$ cat src/rtl/imc_result_fifo.sv
// Result FIFO between the IMC read-op mux and the host: datapath words are queued
// and popped over an Avalon-MM slave (read latency 1) with sticky loss flags.
module imc_result_fifo #(
    parameter int unsigned DATA_WIDTH = 32,
    parameter int unsigned DEPTH_LOG2 = 4
) (
    input  logic                  sys_clk_in,
    input  logic                  sys_reset_in,
    input  logic [DATA_WIDTH-1:0] result_data_in,
    input  logic                  result_valid_in,
    output logic                  result_ready_out,
    input  logic [1:0]            avalon_mm_address_in,
    input  logic                  avalon_mm_read_in,
    input  logic                  avalon_mm_write_in,
    input  logic [31:0]           avalon_mm_writedata_in,
    output logic                  avalon_mm_waitrequest_out,
    output logic [31:0]           avalon_mm_readdata_out,
    output logic                  avalon_mm_readdatavalid_out,
    output logic [DEPTH_LOG2:0]   fifo_count_out
);

    localparam int unsigned DEPTH = 1 << DEPTH_LOG2;
    localparam int unsigned CW    = DEPTH_LOG2 + 1;

    typedef enum logic [1:0] {
        ST_INIT0,
        ST_INIT1,
        ST_RUN
    } init_state_e;

    init_state_e           state_q, state_d;
    logic [DATA_WIDTH-1:0] mem_q [DEPTH];
    logic [DEPTH_LOG2-1:0] wr_ptr_q, wr_ptr_d;
    logic [DEPTH_LOG2-1:0] rd_ptr_q, rd_ptr_d;
    logic [CW-1:0]         count_q, count_d;
    logic                  ready_q, ready_d;
    logic                  ovf_q, ovf_d;
    logic                  udf_q, udf_d;
    logic [31:0]           rdata_q, rdata_d;
    logic                  rvalid_q, rvalid_d;

    logic        waitreq;
    logic        rd_acc, wr_ctrl, flush;
    logic        push, pop, ovf_ev, udf_ev;
    logic        full, empty;
    logic [31:0] status;
    logic [31:0] head_word;

    logic unused_wdata;
    assign unused_wdata = ^avalon_mm_writedata_in[31:3];

    // Waitrequest held through the first edge after reset release.
    always_ff @(posedge sys_clk_in or negedge sys_reset_in) begin
        if (!sys_reset_in) begin
            state_q <= ST_INIT0;
        end else begin
            state_q <= state_d;
        end
    end

    always_comb begin
        state_d = state_q;
        case (state_q)
            ST_INIT0: state_d = ST_INIT1;
            ST_INIT1: state_d = ST_RUN;
            default:  state_d = ST_RUN;
        endcase
    end

    assign waitreq = (state_q != ST_RUN);
    assign full    = (count_q == CW'(DEPTH));
    assign empty   = (count_q == '0);

    always_comb begin
        status             = '0;
        status[31]         = ovf_q;
        status[30]         = udf_q;
        status[29]         = full;
        status[28]         = empty;
        status[CW-1:0]     = count_q;
        head_word          = '0;
        head_word[DATA_WIDTH-1:0] = mem_q[rd_ptr_q];
    end

    always_comb begin
        rd_acc  = avalon_mm_read_in & ~waitreq;
        // A simultaneous read strobe wins over the write.
        wr_ctrl = avalon_mm_write_in & ~avalon_mm_read_in & ~waitreq
                  & (avalon_mm_address_in == 2'd2);
        flush   = wr_ctrl & avalon_mm_writedata_in[0];

        push    = result_valid_in & ready_q & ~flush;
        ovf_ev  = result_valid_in & ~ready_q & ~flush;
        pop     = rd_acc & (avalon_mm_address_in == 2'd0) & ~empty;
        udf_ev  = rd_acc & (avalon_mm_address_in == 2'd0) & empty;

        wr_ptr_d = wr_ptr_q;
        rd_ptr_d = rd_ptr_q;
        count_d  = count_q;
        if (flush) begin
            wr_ptr_d = '0;
            rd_ptr_d = '0;
            count_d  = '0;
        end else begin
            if (push) wr_ptr_d = wr_ptr_q + DEPTH_LOG2'(1);
            if (pop)  rd_ptr_d = rd_ptr_q + DEPTH_LOG2'(1);
            count_d = count_q + CW'(push) - CW'(pop);
        end
        ready_d = (count_d != CW'(DEPTH));

        ovf_d = ovf_ev | (ovf_q & ~(wr_ctrl & avalon_mm_writedata_in[1]));
        udf_d = udf_ev | (udf_q & ~(wr_ctrl & avalon_mm_writedata_in[2]));

        rvalid_d = rd_acc;
        rdata_d  = rdata_q;
        if (rd_acc) begin
            case (avalon_mm_address_in)
                2'd0:    rdata_d = empty ? '0 : head_word;
                2'd1:    rdata_d = status;
                default: rdata_d = '0;
            endcase
        end
    end

    always_ff @(posedge sys_clk_in or negedge sys_reset_in) begin
        if (!sys_reset_in) begin
            wr_ptr_q <= '0;
            rd_ptr_q <= '0;
            count_q  <= '0;
            ready_q  <= 1'b1;
            ovf_q    <= 1'b0;
            udf_q    <= 1'b0;
            rdata_q  <= '0;
            rvalid_q <= 1'b0;
        end else begin
            wr_ptr_q <= wr_ptr_d;
            rd_ptr_q <= rd_ptr_d;
            count_q  <= count_d;
            ready_q  <= ready_d;
            ovf_q    <= ovf_d;
            udf_q    <= udf_d;
            rdata_q  <= rdata_d;
            rvalid_q <= rvalid_d;
        end
    end

    always_ff @(posedge sys_clk_in) begin
        if (push) mem_q[wr_ptr_q] <= result_data_in;
    end

    assign result_ready_out            = ready_q;
    assign avalon_mm_waitrequest_out   = waitreq;
    assign avalon_mm_readdata_out      = rdata_q;
    assign avalon_mm_readdatavalid_out = rvalid_q;
    assign fifo_count_out              = count_q;

endmodule

$ cat config.mk
export PLATFORM = sky130hd
export DESIGN_NAME = imc_result_fifo
export DESIGN_NICKNAME = d
export VERILOG_FILES = /design/src/rtl/imc_result_fifo.sv
export SDC_FILE = /design/constraint.sdc
export NUM_CORES = 1
export LEC_CHECK = 0
export ABC_AREA = 1
export ABC_CLOCK_PERIOD_IN_PS = 6480
export BUFFER_PORTS_ARGS = -buffer_cell sky130_fd_sc_hd__buf_2
export CORE_UTILIZATION = 66
export CTS_CLUSTER_DIAMETER = 200
export DETAILED_ROUTE_END_ITERATION = 7
export PLACE_DENSITY_LB_ADDON = 0.05
export RECOVER_POWER = 50
export SLEW_MARGIN = 20
export SYNTH_ARGS = -nofsm -noshare
export SYNTH_HDL_FRONTEND = slang
export SYNTH_SLANG_ARGS = --single-unit
export TNS_END_PERCENT = 30
$ cat constraint.sdc
create_clock -name sys_clk_in -period 6.48 [get_ports sys_clk_in]
set_input_delay 1.62 -clock sys_clk_in [delete_from_list [all_inputs] [get_ports sys_clk_in]]
set_output_delay 1.62 -clock sys_clk_in [all_outputs]
set_load 0.005 [all_outputs]
==> summary.txt <==
Run status
  • Status: complete, no violations

Hold path
  • HP Start: state_q[0]
  • WHS Endpoint: state_q[0]
  • Worst hold path class: flop to flop
  • Hold depth: 1

Setup path
  • Startpoint Class: input port
  • Slowest cell on crit path: buf_4
  • Crit Reg-Reg Endpoint: avalon_mm_readdata_out[3]
  • Kind of end point of the critical path: flop
  • CP Max Fanout: 35
  • CP Buf/Inv Count: 7
  • CP required: 7010 ps
  • CP arrival: approximately 4400 ps
  • R2R setup slack: 3110 ps
  • CP top delay family: buffers and inverters
  • Critical R2R Launch: rd_ptr_q[0]
  • Cell Chain, Critical Path: clkbuf_1 -> nand3_2 -> buf_4 -> inv_1 -> nand2_1 -> nor2_4 -> ha_1 -> inv_1 -> ha_1 -> inv_1 -> fa_1 -> inv_1 -> a31oi_1 -> or2_2 -> nand3_1 -> inv_1 -> nand2_1
  • Most used cell, CP: inv_1
  • Worst-case reg-to-reg path depth: 10
  • CP Class: input port to flop
  • Crit path largest cell delay: roughly 440 ps

Clocking
  • Clock root cell: clkbuf_16
  • Setup bufs post-CTS: 0
  • # H-tree levels: 2
  • CTS sink cnt: 563
  • CTS tree: built
  • Num CTS Buffers: 54
  • Reg clk slew, reported paths: roughly 60 ps
  • Hold_buf cts: 0
  • Clk buf depth: 3
  • Later-pin clock latency in the skew report: 600 ps
  • Resized cells post-CTS: 0

Global routing
  • Pin count of the biggest net entering global routing: approximately 170
  • Gr usage total: 29.2%
  • Global-route wire length before repair: 77300 um
  • Initial antenna violation count: 0
  • Congestion Overflow GR: 0
  • Number of global-route vias before repair: 13.5k

Pwr
  • Comb pwr share: 26.5%
  • Clock power share: between 20 and 30%
  • Cell-internal power: ~7.0 mW
  • Maximum VDD drop: 0.264 mV
  • Sequential share of power: 44.8%
  • Static leakage: 8.90 nW
  • Sw frac: between 30% and 40%
  • Power Dens Cells: around 420 nW/um^2
  • Psw: around 3.5 mW

Die
  • Die X: 187 um
  • FP Rows: 67
  • IO Pins: 111
  • Die area: 35100 sq um
  • Initial core utilization: around two thirds
  • Core ar.: 33700 sq um
  • Die Y: between 150 and 200 um

Finish
  • Layout Cells excl Fill: around 2.4k
  • Sequential cell area: 16700 sq um
  • Synth-to-layout area growth: 10.1%
  • Layout cells sized above 1: 8.96%
  • Fill cell count: 2212
  • Antenna diodes: 0
  • Area of the multi-input gates: 5220 sq um
  • Post-route cell area: 25000 sq um
  • Final nets: 1972

Synth
  • Synth Net Count: 1921
  • Mapped Area: 22700 sq um
  • #FFs+latches synth: approximately 560
  • Syn Inst Count: 1838
  • Mean Syn Cell Area: ~12 sq um
  • Sequential share of the synthesized area: 73.5%
  • Yosys warning total: 0
  • Primary FF master, synth: edfxtp_1
  • Number of distinct library cells after synthesis: 37
  • Async SR Flop Fraction: 9.06%
  • Post-synth EDFFs: 512

Route
  • Post-route ant nets: 0
  • Total iterations of the first detailed-routing run: 5
  • Drt total wl: 50500 um
  • Wire per inst: 21.2 um
  • # DRC: 0
  • First DRT Iteration DRCs: 1696
  • Via count: about 14k
  • Routed vias/inst: 6.05

STA
  • Post-layout minimum cycle time: 3860 ps
  • Max-slew violations: 0
  • Worst Clk Skew: roughly 12 ps
  • Final hold violations: 0
  • Highest clock rate: ~260 MHz
  • Final cycle utilization of the critical path: about three fifths
  • Final TNS setup: 0 ps
  • # setup viols final: 0
  • RSZ-0062 raised after global routing: false
  • Worst-Margin Slew: approximately 1100 ps
  • Rel. slew slack: between 20% and 30%

Placement
  • Placed cell count: 2281
  • PortBufs: 81
  • GP Congestion: 0.846
  • Post-DP HPWL: roughly 25000 um
  • Placed Area: 23300 sq um

Flow run
  • Max-Cap Viols: 0
## sequential cells by signal, summed over array words and instances, names as in the netlist
register and cells:
fifo_count_out 5, avalon_mm_readdatavalid_out 1, wr_ptr_q 4, result_ready_out 1
mem_q 512, avalon_mm_readdata_out 32, state_q 2, ovf_q 1
udf_q 1, rd_ptr_q 4
## metrics by stage
| step | hold WS [ps] | setup slack [ps] | utilization (%) | total power, mW |
|---|---|---|---|---|
| finish | 433 | 2620 | 74.1 | 10.4 |
| global route | 478 | 2410 | 74.1 | 10.9 |
| CTS | 434 | 2760 | 74.2 | 10.4 |
| detailed placement | 424 | 2140 | 69.2 | 7.47 |
| global placement | 418 | 2100 | 69.2 | 7.40 |
| floorplan | 409 | 2580 | - | 6.63 |
## kinds of logic after synthesis
logic type                 Yosys count  synth area share (%)
and+or+nand+nor                    702                  12.3
DFF                                563                  73.5
AOI/OAI and AO/OA                  373                  9.39
buffers and inverters              183                  3.92
adders and majority gates           12                 0.695
xor gates and xnor gates             5                 0.193
## synth_stat cells (2+ instances only)
library cell / instances / area share (%)
a21oi_1: 13 / 0.29
a31oi_1: 2 / 0.055
buf_1: 6 / 0.099
buf_2: 49 / 1.1
buf_4: 8 / 0.26
buf_6: 11 / 0.55
buf_8: 2 / 0.13
clkbuf_1: 33 / 0.55
clkbuf_2: 3 / 0.066
dfrtp_1: 50 / 5.5
edfxtp_1: 512 / 68
ha_1: 11 / 0.61
inv_1: 67 / 1.1
inv_2: 3 / 0.050
nand2_1: 221 / 3.7
nand3_1: 104 / 2.3
nand4_1: 4 / 0.11
nor2_1: 366 / 6.1
o211ai_1: 87 / 2.9
o21ai_0: 223 / 4.9
o21ai_1: 24 / 0.53
o22ai_1: 20 / 0.55
or2_2: 2 / 0.055
xnor2_1: 2 / 0.077
xor2_1: 3 / 0.12
## power by group through the flow
stage / sequential (mW) / combinational, mW / clock, mW
2_1_floorplan: 4.61 / 2.02 / 0
3_3_place_gp: 4.72 / 2.67 / 0
3_5_place_dp: 4.73 / 2.74 / 0
4_1_cts: 4.66 / 2.76 / 3.01
5_1_grt: 4.70 / 3.07 / 3.14
6_report: 4.67 / 2.76 / 2.99
## worst max path at each step
stage / to / depth (start not counted) / startpoint
3_5_place_dp: result_ready_out / 17 / avalon_mm_read_in
2_1_floorplan: fifo_count_out[4] / 15 / avalon_mm_read_in
4_1_cts: result_ready_out / 17 / avalon_mm_read_in
3_3_place_gp: mem_q[10][18] / 10 / avalon_mm_read_in
5_1_grt: result_ready_out / 17 / avalon_mm_read_in
6_report: result_ready_out / 17 / avalon_mm_read_in
## area by class of cell
class | count | area share [%]
Inverter | 71 | 1.11
Tap cell | 448 | 2.25
Clock buffer | 71 | 5.91
Timing Repair Buffer | 107 | 2.27
Sequential cell | 563 | 66.7
Multi-Input combinational cell | 1092 | 20.9
Clock inverter | 27 | 0.802
## placed cells by master, fill, tap and decap left out, types with 20 or more instances in the layout
| cell type | n |
|---|---|
| edfxtp_1 | 512 |
| nor2_1 | 354 |
| o21ai_0 | 223 |
| nand2_1 | 221 |
| nand3_1 | 104 |
| o211ai_1 | 87 |
| inv_1 | 64 |
| clkbuf_16 | 55 |
| clkbuf_1 | 49 |
| dfrtp_1 | 46 |
| buf_2 | 44 |
| buf_4 | 25 |
| o21ai_1 | 24 |
| o22ai_1 | 20 |
## routing by layer
metal | GRT usage [%] | part of all wire [%]
met5 | 0 | 0
met4 | 9.96 | 2.1
met3 | 3.64 | 7.3
met2 | 47.2 | 48
met1 | 41.8 | 42
(Power assumes the default switching activity.)
